### config.mk
export PLATFORM = sky130hd
export DESIGN_NAME = asrv32_memoryaccess
export DESIGN_NICKNAME = d
export VERILOG_FILES = /design/src/rtl/asrv32_memoryaccess.sv
export SDC_FILE = /design/constraint.sdc
export NUM_CORES = 1
export LEC_CHECK = 0
export CORE_MARGIN = 2
export CORE_UTILIZATION = 30
export DETAILED_ROUTE_END_ITERATION = 8
export GPL_TIMING_DRIVEN = 1
export PLACE_DENSITY_LB_ADDON = 0.1
export SYNTH_ARGS = -nofsm -noshare
export SYNTH_HDL_FRONTEND = slang
export SYNTH_SLANG_ARGS = --single-unit
### constraint.sdc
create_clock -name i_clk -period 2.4 [get_ports i_clk]
set_input_delay 0.24 -clock i_clk [delete_from_list [all_inputs] [get_ports i_clk]]
set_output_delay 0.24 -clock i_clk [all_outputs]
set_load 0.01 [all_outputs]
### src/rtl/asrv32_memoryaccess.sv
`default_nettype none
// ============================================================================
//  Module   : asrv32_memoryaccess
//  Purpose  : Memory-access stage of the asrv32 multi-cycle core. LOAD/STORE
//             run one pipelined Wishbone-B4 transfer at the ALU address and
//             return formatted (aligned, sign/zero-extended) load data to the
//             writeback stage; every other opcode completes in one cycle.
//  Ports    : i_clk, i_rst_n (async, active-low)
//             i_memoryaccess_en, i_opcode, i_funct3, i_rs2_data, i_addr
//             o_load_data, o_done, o_addr_fault, o_bus_err
//             Wishbone master: o_wb_cyc/stb/we/addr/data/sel,
//                              i_wb_data/ack/stall
//  Revision : 1.0 - initial release
// ============================================================================

`ifndef OPCODE_WIDTH
`define OPCODE_WIDTH 11
`endif
`ifndef LOAD
`define LOAD 2
`endif
`ifndef STORE
`define STORE 3
`endif

module asrv32_memoryaccess #(
    parameter int TIMEOUT_CYCLES = 16,
    parameter int CNT_WIDTH      = 5
) (
    input  logic                     i_clk,
    input  logic                     i_rst_n,
    input  logic                     i_memoryaccess_en,
    input  logic [`OPCODE_WIDTH-1:0] i_opcode,
    input  logic [2:0]               i_funct3,
    input  logic [31:0]              i_rs2_data,
    input  logic [31:0]              i_addr,
    output logic [31:0]              o_load_data,
    output logic                     o_done,
    output logic                     o_addr_fault,
    output logic                     o_bus_err,
    output logic                     o_wb_cyc,
    output logic                     o_wb_stb,
    output logic                     o_wb_we,
    output logic [31:0]              o_wb_addr,
    output logic [31:0]              o_wb_data,
    output logic [3:0]               o_wb_sel,
    input  logic [31:0]              i_wb_data,
    input  logic                     i_wb_ack,
    input  logic                     i_wb_stall
);

    localparam logic [CNT_WIDTH-1:0] C_CNT_LAST = CNT_WIDTH'(TIMEOUT_CYCLES - 1);

    typedef enum logic [1:0] {
        S_IDLE = 2'd0,
        S_REQ  = 2'd1,
        S_WAIT = 2'd2,
        S_DONE = 2'd3
    } state_t;

    state_t               state_q, state_d;
    logic [CNT_WIDTH-1:0] cnt_q, cnt_d;
    logic [2:0]           funct3_q, funct3_d;
    logic [1:0]           off_q, off_d;
    logic [31:0]          load_data_q, load_data_d;
    logic                 done_q, done_d;
    logic                 addr_fault_q, addr_fault_d;
    logic                 bus_err_q, bus_err_d;
    logic                 cyc_q, cyc_d;
    logic                 stb_q, stb_d;
    logic                 we_q, we_d;
    logic [31:0]          wb_addr_q, wb_addr_d;
    logic [31:0]          wb_data_q, wb_data_d;
    logic [3:0]           sel_q, sel_d;

    // Only the LOAD/STORE bits of the one-hot opcode matter here.
    logic w_unused_opcode;
    assign w_unused_opcode = ^i_opcode;

    logic w_is_load, w_is_store, w_is_mem;
    assign w_is_load  = i_opcode[`LOAD];
    assign w_is_store = i_opcode[`STORE];
    assign w_is_mem   = w_is_load | w_is_store;

    // Request decode from the live inputs (only consumed in IDLE).
    logic        w_funct3_ok, w_misaligned, w_fault;
    logic [3:0]  w_sel;
    logic [31:0] w_store_data;

    always_comb begin
        w_funct3_ok = 1'b0;
        case (i_funct3)
            3'b000, 3'b001, 3'b010: w_funct3_ok = 1'b1;
            3'b100, 3'b101:         w_funct3_ok = w_is_load;
            default:                w_funct3_ok = 1'b0;
        endcase

        w_misaligned = ((i_funct3[1:0] == 2'b01) && i_addr[0]) ||
                       ((i_funct3[1:0] == 2'b10) && (i_addr[1:0] != 2'b00));
        w_fault      = !w_funct3_ok || w_misaligned;

        case (i_funct3[1:0])
            2'b00: begin
                w_sel        = 4'b0001 << i_addr[1:0];
                w_store_data = {4{i_rs2_data[7:0]}};
            end
            2'b01: begin
                w_sel        = 4'b0011 << {i_addr[1], 1'b0};
                w_store_data = {2{i_rs2_data[15:0]}};
            end
            default: begin
                w_sel        = 4'b1111;
                w_store_data = i_rs2_data;
            end
        endcase
    end

    // Load formatting uses the width/offset latched when the request issued.
    logic [7:0]  w_lane_b;
    logic [15:0] w_lane_h;
    logic [31:0] w_load_fmt;

    always_comb begin
        w_lane_b = 8'(i_wb_data >> {off_q, 3'b000});
        w_lane_h = 16'(i_wb_data >> {off_q[1], 4'b0000});
        case (funct3_q)
            3'b000:  w_load_fmt = {{24{w_lane_b[7]}}, w_lane_b};
            3'b100:  w_load_fmt = {24'd0, w_lane_b};
            3'b001:  w_load_fmt = {{16{w_lane_h[15]}}, w_lane_h};
            3'b101:  w_load_fmt = {16'd0, w_lane_h};
            default: w_load_fmt = i_wb_data;
        endcase
    end

    always_comb begin
        state_d      = state_q;
        cnt_d        = cnt_q;
        funct3_d     = funct3_q;
        off_d        = off_q;
        load_data_d  = load_data_q;
        done_d       = 1'b0;
        addr_fault_d = 1'b0;
        bus_err_d    = 1'b0;
        cyc_d        = cyc_q;
        stb_d        = stb_q;
        we_d         = we_q;
        wb_addr_d    = wb_addr_q;
        wb_data_d    = wb_data_q;
        sel_d        = sel_q;

        case (state_q)
            S_IDLE: begin
                if (i_memoryaccess_en) begin
                    if (!w_is_mem) begin
                        state_d = S_DONE;
                        done_d  = 1'b1;
                    end else if (w_fault) begin
                        state_d      = S_DONE;
                        done_d       = 1'b1;
                        addr_fault_d = 1'b1;
                    end else begin
                        state_d   = S_REQ;
                        cyc_d     = 1'b1;
                        stb_d     = 1'b1;
                        we_d      = w_is_store;
                        wb_addr_d = {i_addr[31:2], 2'b00};
                        wb_data_d = w_store_data;
                        sel_d     = w_sel;
                        funct3_d  = i_funct3;
                        off_d     = i_addr[1:0];
                    end
                end
            end

            S_REQ: begin
                // Request signals stay frozen until the slave stops stalling.
                if (!i_wb_stall) begin
                    stb_d = 1'b0;
                    if (i_wb_ack) begin
                        state_d = S_DONE;
                        cyc_d   = 1'b0;
                        done_d  = 1'b1;
                        if (!we_q) begin
                            load_data_d = w_load_fmt;
                        end
                    end else begin
                        state_d = S_WAIT;
                        cnt_d   = '0;
                    end
                end
            end

            S_WAIT: begin
                // Ack wins over a timeout landing in the same cycle.
                if (i_wb_ack) begin
                    state_d = S_DONE;
                    cyc_d   = 1'b0;
                    done_d  = 1'b1;
                    if (!we_q) begin
                        load_data_d = w_load_fmt;
                    end
                end else if (cnt_q == C_CNT_LAST) begin
                    state_d   = S_DONE;
                    cyc_d     = 1'b0;
                    done_d    = 1'b1;
                    bus_err_d = 1'b1;
                end else begin
                    cnt_d = cnt_q + 1'b1;
                end
            end

            default: begin
                state_d = S_IDLE;
            end
        endcase
    end

    always_ff @(posedge i_clk or negedge i_rst_n) begin
        if (!i_rst_n) begin
            state_q      <= S_IDLE;
            cnt_q        <= '0;
            funct3_q     <= '0;
            off_q        <= '0;
            load_data_q  <= '0;
            done_q       <= 1'b0;
            addr_fault_q <= 1'b0;
            bus_err_q    <= 1'b0;
            cyc_q        <= 1'b0;
            stb_q        <= 1'b0;
            we_q         <= 1'b0;
            wb_addr_q    <= '0;
            wb_data_q    <= '0;
            sel_q        <= '0;
        end else begin
            state_q      <= state_d;
            cnt_q        <= cnt_d;
            funct3_q     <= funct3_d;
            off_q        <= off_d;
            load_data_q  <= load_data_d;
            done_q       <= done_d;
            addr_fault_q <= addr_fault_d;
            bus_err_q    <= bus_err_d;
            cyc_q        <= cyc_d;
            stb_q        <= stb_d;
            we_q         <= we_d;
            wb_addr_q    <= wb_addr_d;
            wb_data_q    <= wb_data_d;
            sel_q        <= sel_d;
        end
    end

    assign o_load_data  = load_data_q;
    assign o_done       = done_q;
    assign o_addr_fault = addr_fault_q;
    assign o_bus_err    = bus_err_q;
    assign o_wb_cyc     = cyc_q;
    assign o_wb_stb     = stb_q;
    assign o_wb_we      = we_q;
    assign o_wb_addr    = wb_addr_q;
    assign o_wb_data    = wb_data_q;
    assign o_wb_sel     = sel_q;

endmodule

`default_nettype wire
==> impl_summary.md <==
GRT
The initial antenna violation count is 0. The first-pass GRT wire length is 26.0 mm. The all-layer global routing usage is 0.165. The overflow left after global routing is 0. The largest net degree at the start of global routing is 46.

The via count of the first global-routing pass is 4,839.

Cells and area
The area taken by multi-input logic gates is 2500 um^2. The repair_antennas step left the layout with diodes totalling 0. The number of filler instances in the final layout is 1,709.

The sequential cells in the finished layout cover a total of 2900 um^2. The area growth from synthesis to layout is 54.5%. In the final layout, the share of cells above drive strength 1 is 0.217. The number of standard cells in the layout, taps in and fillers out is 962. The final layout contains 836 nets.

Yosys
The cell with the most instances after synthesis is dfrtp_1. The warning count from the yosys run is 0. The area share of the leading cell type in the synthesized netlist is 0.513. By area the synthesized netlist is led by dfrtp_1 (51%), mux2_2 (18%), mux2i_1 (3.0%), nand2_1 (3.0%), o21ai_0 (2.7%). The share of the Yosys chip area taken by registers is 0.513. Among all flip-flop cells after synthesis, the most frequent one is dfrtp_1. In the synthesized netlist, the number of instances is 490. The cell area after synthesis is 5660 um^2. Dividing the synthesized area by the synthesized cell count gives 11.6 um^2. The number of storage elements in the synthesis netlist is 116. Summed over all instances, the cell type with the most area after synthesis is dfrtp_1. The fraction of registers with async set/reset is 1.00. Ranked by instance count, the synthesized netlist is headed by dfrtp_1 (116), mux2_2 (91), nand2_1 (45), o21ai_0 (30), a21oi_1 (23). Counting distinct cell types in the post-synthesis netlist gives 45. Counting flops with a built-in enable in the synthesized netlist gives 0.

Routing
In this run, the number of DRC markers left after iteration 0 of detailed routing was 170. The routed wirelength normalized by instance count is 16.8 um. The post-route antenna net violation count is 0. The remaining routing DRC violations is 0. Summing over every cut layer, the via total after detailed routing is 4,589. The total wire length is 16.2 mm. After detailed routing, the number of vias per cell comes to 4.77. For this run, the detailed router's first-pass iteration total came to 4.

Setup path
The maximum fanout count along the critical path is 11. The critical path endpoint category is a flip-flop. The number of cells on the worst reg-to-reg path is 4. The critical path is of the reg -> reg type. The number of buffers and inverters on the critical path is 0. Counting buffers and inverters, the worst setup path is 4 cells deep. The slowest stage cell on the critical path is dfrtp_1. The worst setup path is launched from a flip-flop. For the worst setup path, the data required time is 2.69 ns. The gate family responsible for the most delay along the worst path is compound AO/OA/AOI/OAI gates.

The critical path arrival is 2.41 ns. The critical path goes through mux4_2 > a21oi_2 > a221oi_1 > a21o_1. The stage delay of the slowest cell on the critical path is 0.61 ns.

Die
The floorplan has 50 rows. From bottom edge to top edge, the die measures 141 um. The core outline area is 18,600 um^2. The area of the die is 20,000 um^2. Pin placement for this block handled 221 I/O pins. The starting utilization of the core area is 0.305. Measured along the x axis, the die boundary spans 141 um.

Power
The total chip power is 11,200 uW. The static leakage is 0.00374 uW. The maximum VDD drop is 0.629 mV. Dividing total power by cell area gives a power density of 1280 nW/um^2.

Timing
In the final timing run, aggregate negative setup slack is 0 ns. The number of pins with negative max-slew slack in the final report is 0. The final worst clock skew is 0.00984 ns. Headroom to the max-slew limit came out at 0.503. For this run, the top clock speed supported by timing is 473 MHz. The number of hold violations in the final report is 0. The final cycle utilization of the critical path is 0.882. The worst-margin pin slew is 0.746 ns. Counting I/O delays and the setup requirement, the final critical path takes 2.12 ns. Setup violations remaining at the end of the flow were counted as 0. Once routing completed, OpenROAD measured the worst setup slack at 0.284 ns. Setup repair after global routing left no endpoint under its margin.

Run
Max-cap violations in this run came to 0.

CTS
Clock latency on the worst-skew pair, taken at its later pin, is 0.41 ns. The master cell of the clock root buffer is clkbuf_16. The clock tree buffer depth is 2. CTS saw 116 sinks. TritonCTS built the clock tree. TritonCTS created 17 clock buffers. The H-tree was split into 4 levels. Clock-pin slew was measured on the worst setup and hold paths at 0.06 ns. The number of gates resized after CTS was 0.

Placed design
Before CTS, the worst setup slack after placement is 0.134 ns. Summed over all nets, the half-perimeter wirelength after detailed placement is 11.7 mm. The number of placed instances, taps included, is 929. The number of I/O port buffers is 209. The routability-driven placement congestion ratio is 0.773.

Outcome
The run finished with clean final reports.

Worst hold path
The kind of path behind the tightest hold check is in -> async.
[cell families (layout without fill, tap and decap cells)]
group	Yosys count	after routing	synth area share
simple gates	107	107	0.0944
mux	110	110	0.218
other cells	1	2	0.000662
fa+ha+maj	6	6	0.0133
buf+inv	47	284	0.0462
compound gates	103	103	0.115
flops	116	116	0.513
[power by group]
part / switching (uW) / internal (uW)
registers: 583 / 2910
clock network: 901 / 1870
logic: 2120 / 2790
[layout by cell type, fill, tap and decap left out, drive strengths merged, types with 3 or more instances in the layout]
| cell | count |
|---|---|
| nand3 | 5 |
| a221oi | 8 |
| a22o | 3 |
| a21oi | 25 |
| clkbuf | 24 |
| nor2 | 22 |
| inv | 16 |
| nand2 | 45 |
| o21ai | 31 |
| a31oi | 10 |
| bufinv | 4 |
| mux2i | 17 |
| clkdlybuf4s50 | 208 |
| a21o | 7 |
| o31ai | 6 |
| nor2b | 10 |
| ha | 6 |
| buf | 27 |
| dfrtp | 116 |
| nand2b | 16 |
| mux2 | 92 |
[what timing repair did]
item | 4_1_cts | 5_1_grt
hold buffers | 1 | 0
buffers inserted | 0 | 0
endpoints found under the hold margin | 42 | 0
[worst register-to-register path, cell delays in order, from the launching register on]
cell,delay [ns]
dfrtp_1,0.61
mux4_2,0.58
a21oi_2,0.44
a221oi_1,0.18
a21o_1,0.19
[registers in the layout (all words and copies together), names as in the netlist]
| register | flops |
|---|---|
| o_done | 1 |
| o_wb_addr | 30 |
| o_wb_data | 32 |
| o_wb_cyc | 1 |
| o_addr_fault | 1 |
| off_q | 2 |
| o_load_data | 32 |
| funct3_q | 3 |
| o_wb_sel | 4 |
| o_bus_err | 1 |
| state_q | 2 |
| cnt_q | 5 |
| o_wb_stb | 1 |
| o_wb_we | 1 |
[path summary, 6_finish.rpt]
check	slack, ns	startpoint	to
max	0.28	off_q[1]	o_load_data[8]
min reg2reg	0.48	o_load_data[11]	o_load_data[11]
min in group i_clk	0.44	i_addr[2]	o_wb_addr[2]
max in group asynchronous	1.18	i_rst_n	o_load_data[9]
min	0.39	i_rst_n	o_wb_addr[26]
max reg2reg	0.28	off_q[1]	o_load_data[8]
[area by class of cell]
class                   count  area share
multi-input cells         328       0.286
clock buffers              24      0.0574
inverters                  16     0.00687
flip-flops and latches    116       0.332
repair buffers            236       0.268
well taps                 234      0.0335
clock inverters             8      0.0166
[stage by stage]
stage,area [um^2],hold WS [ns],utilization
2_1_floorplan,5660,-0.0556,-
3_3_place_gp,8090,0.292,0.435
3_5_place_dp,8090,0.304,0.435
4_1_cts,8750,0.421,0.471
5_1_grt,8750,0.418,0.471
6_report,8750,0.389,0.471
[routing by layer]
metal / track usage / up-vias / wire, um
li1: - / 2187 / -
met3: 0.0732 / 11 / 1410
met1: 0.208 / 2237 / 6990
met2: 0.257 / 154 / 7630
met5: 0 / - / 0
met4: 0.0516 / 0 / 151
Power figures use the tool's default switching activity.
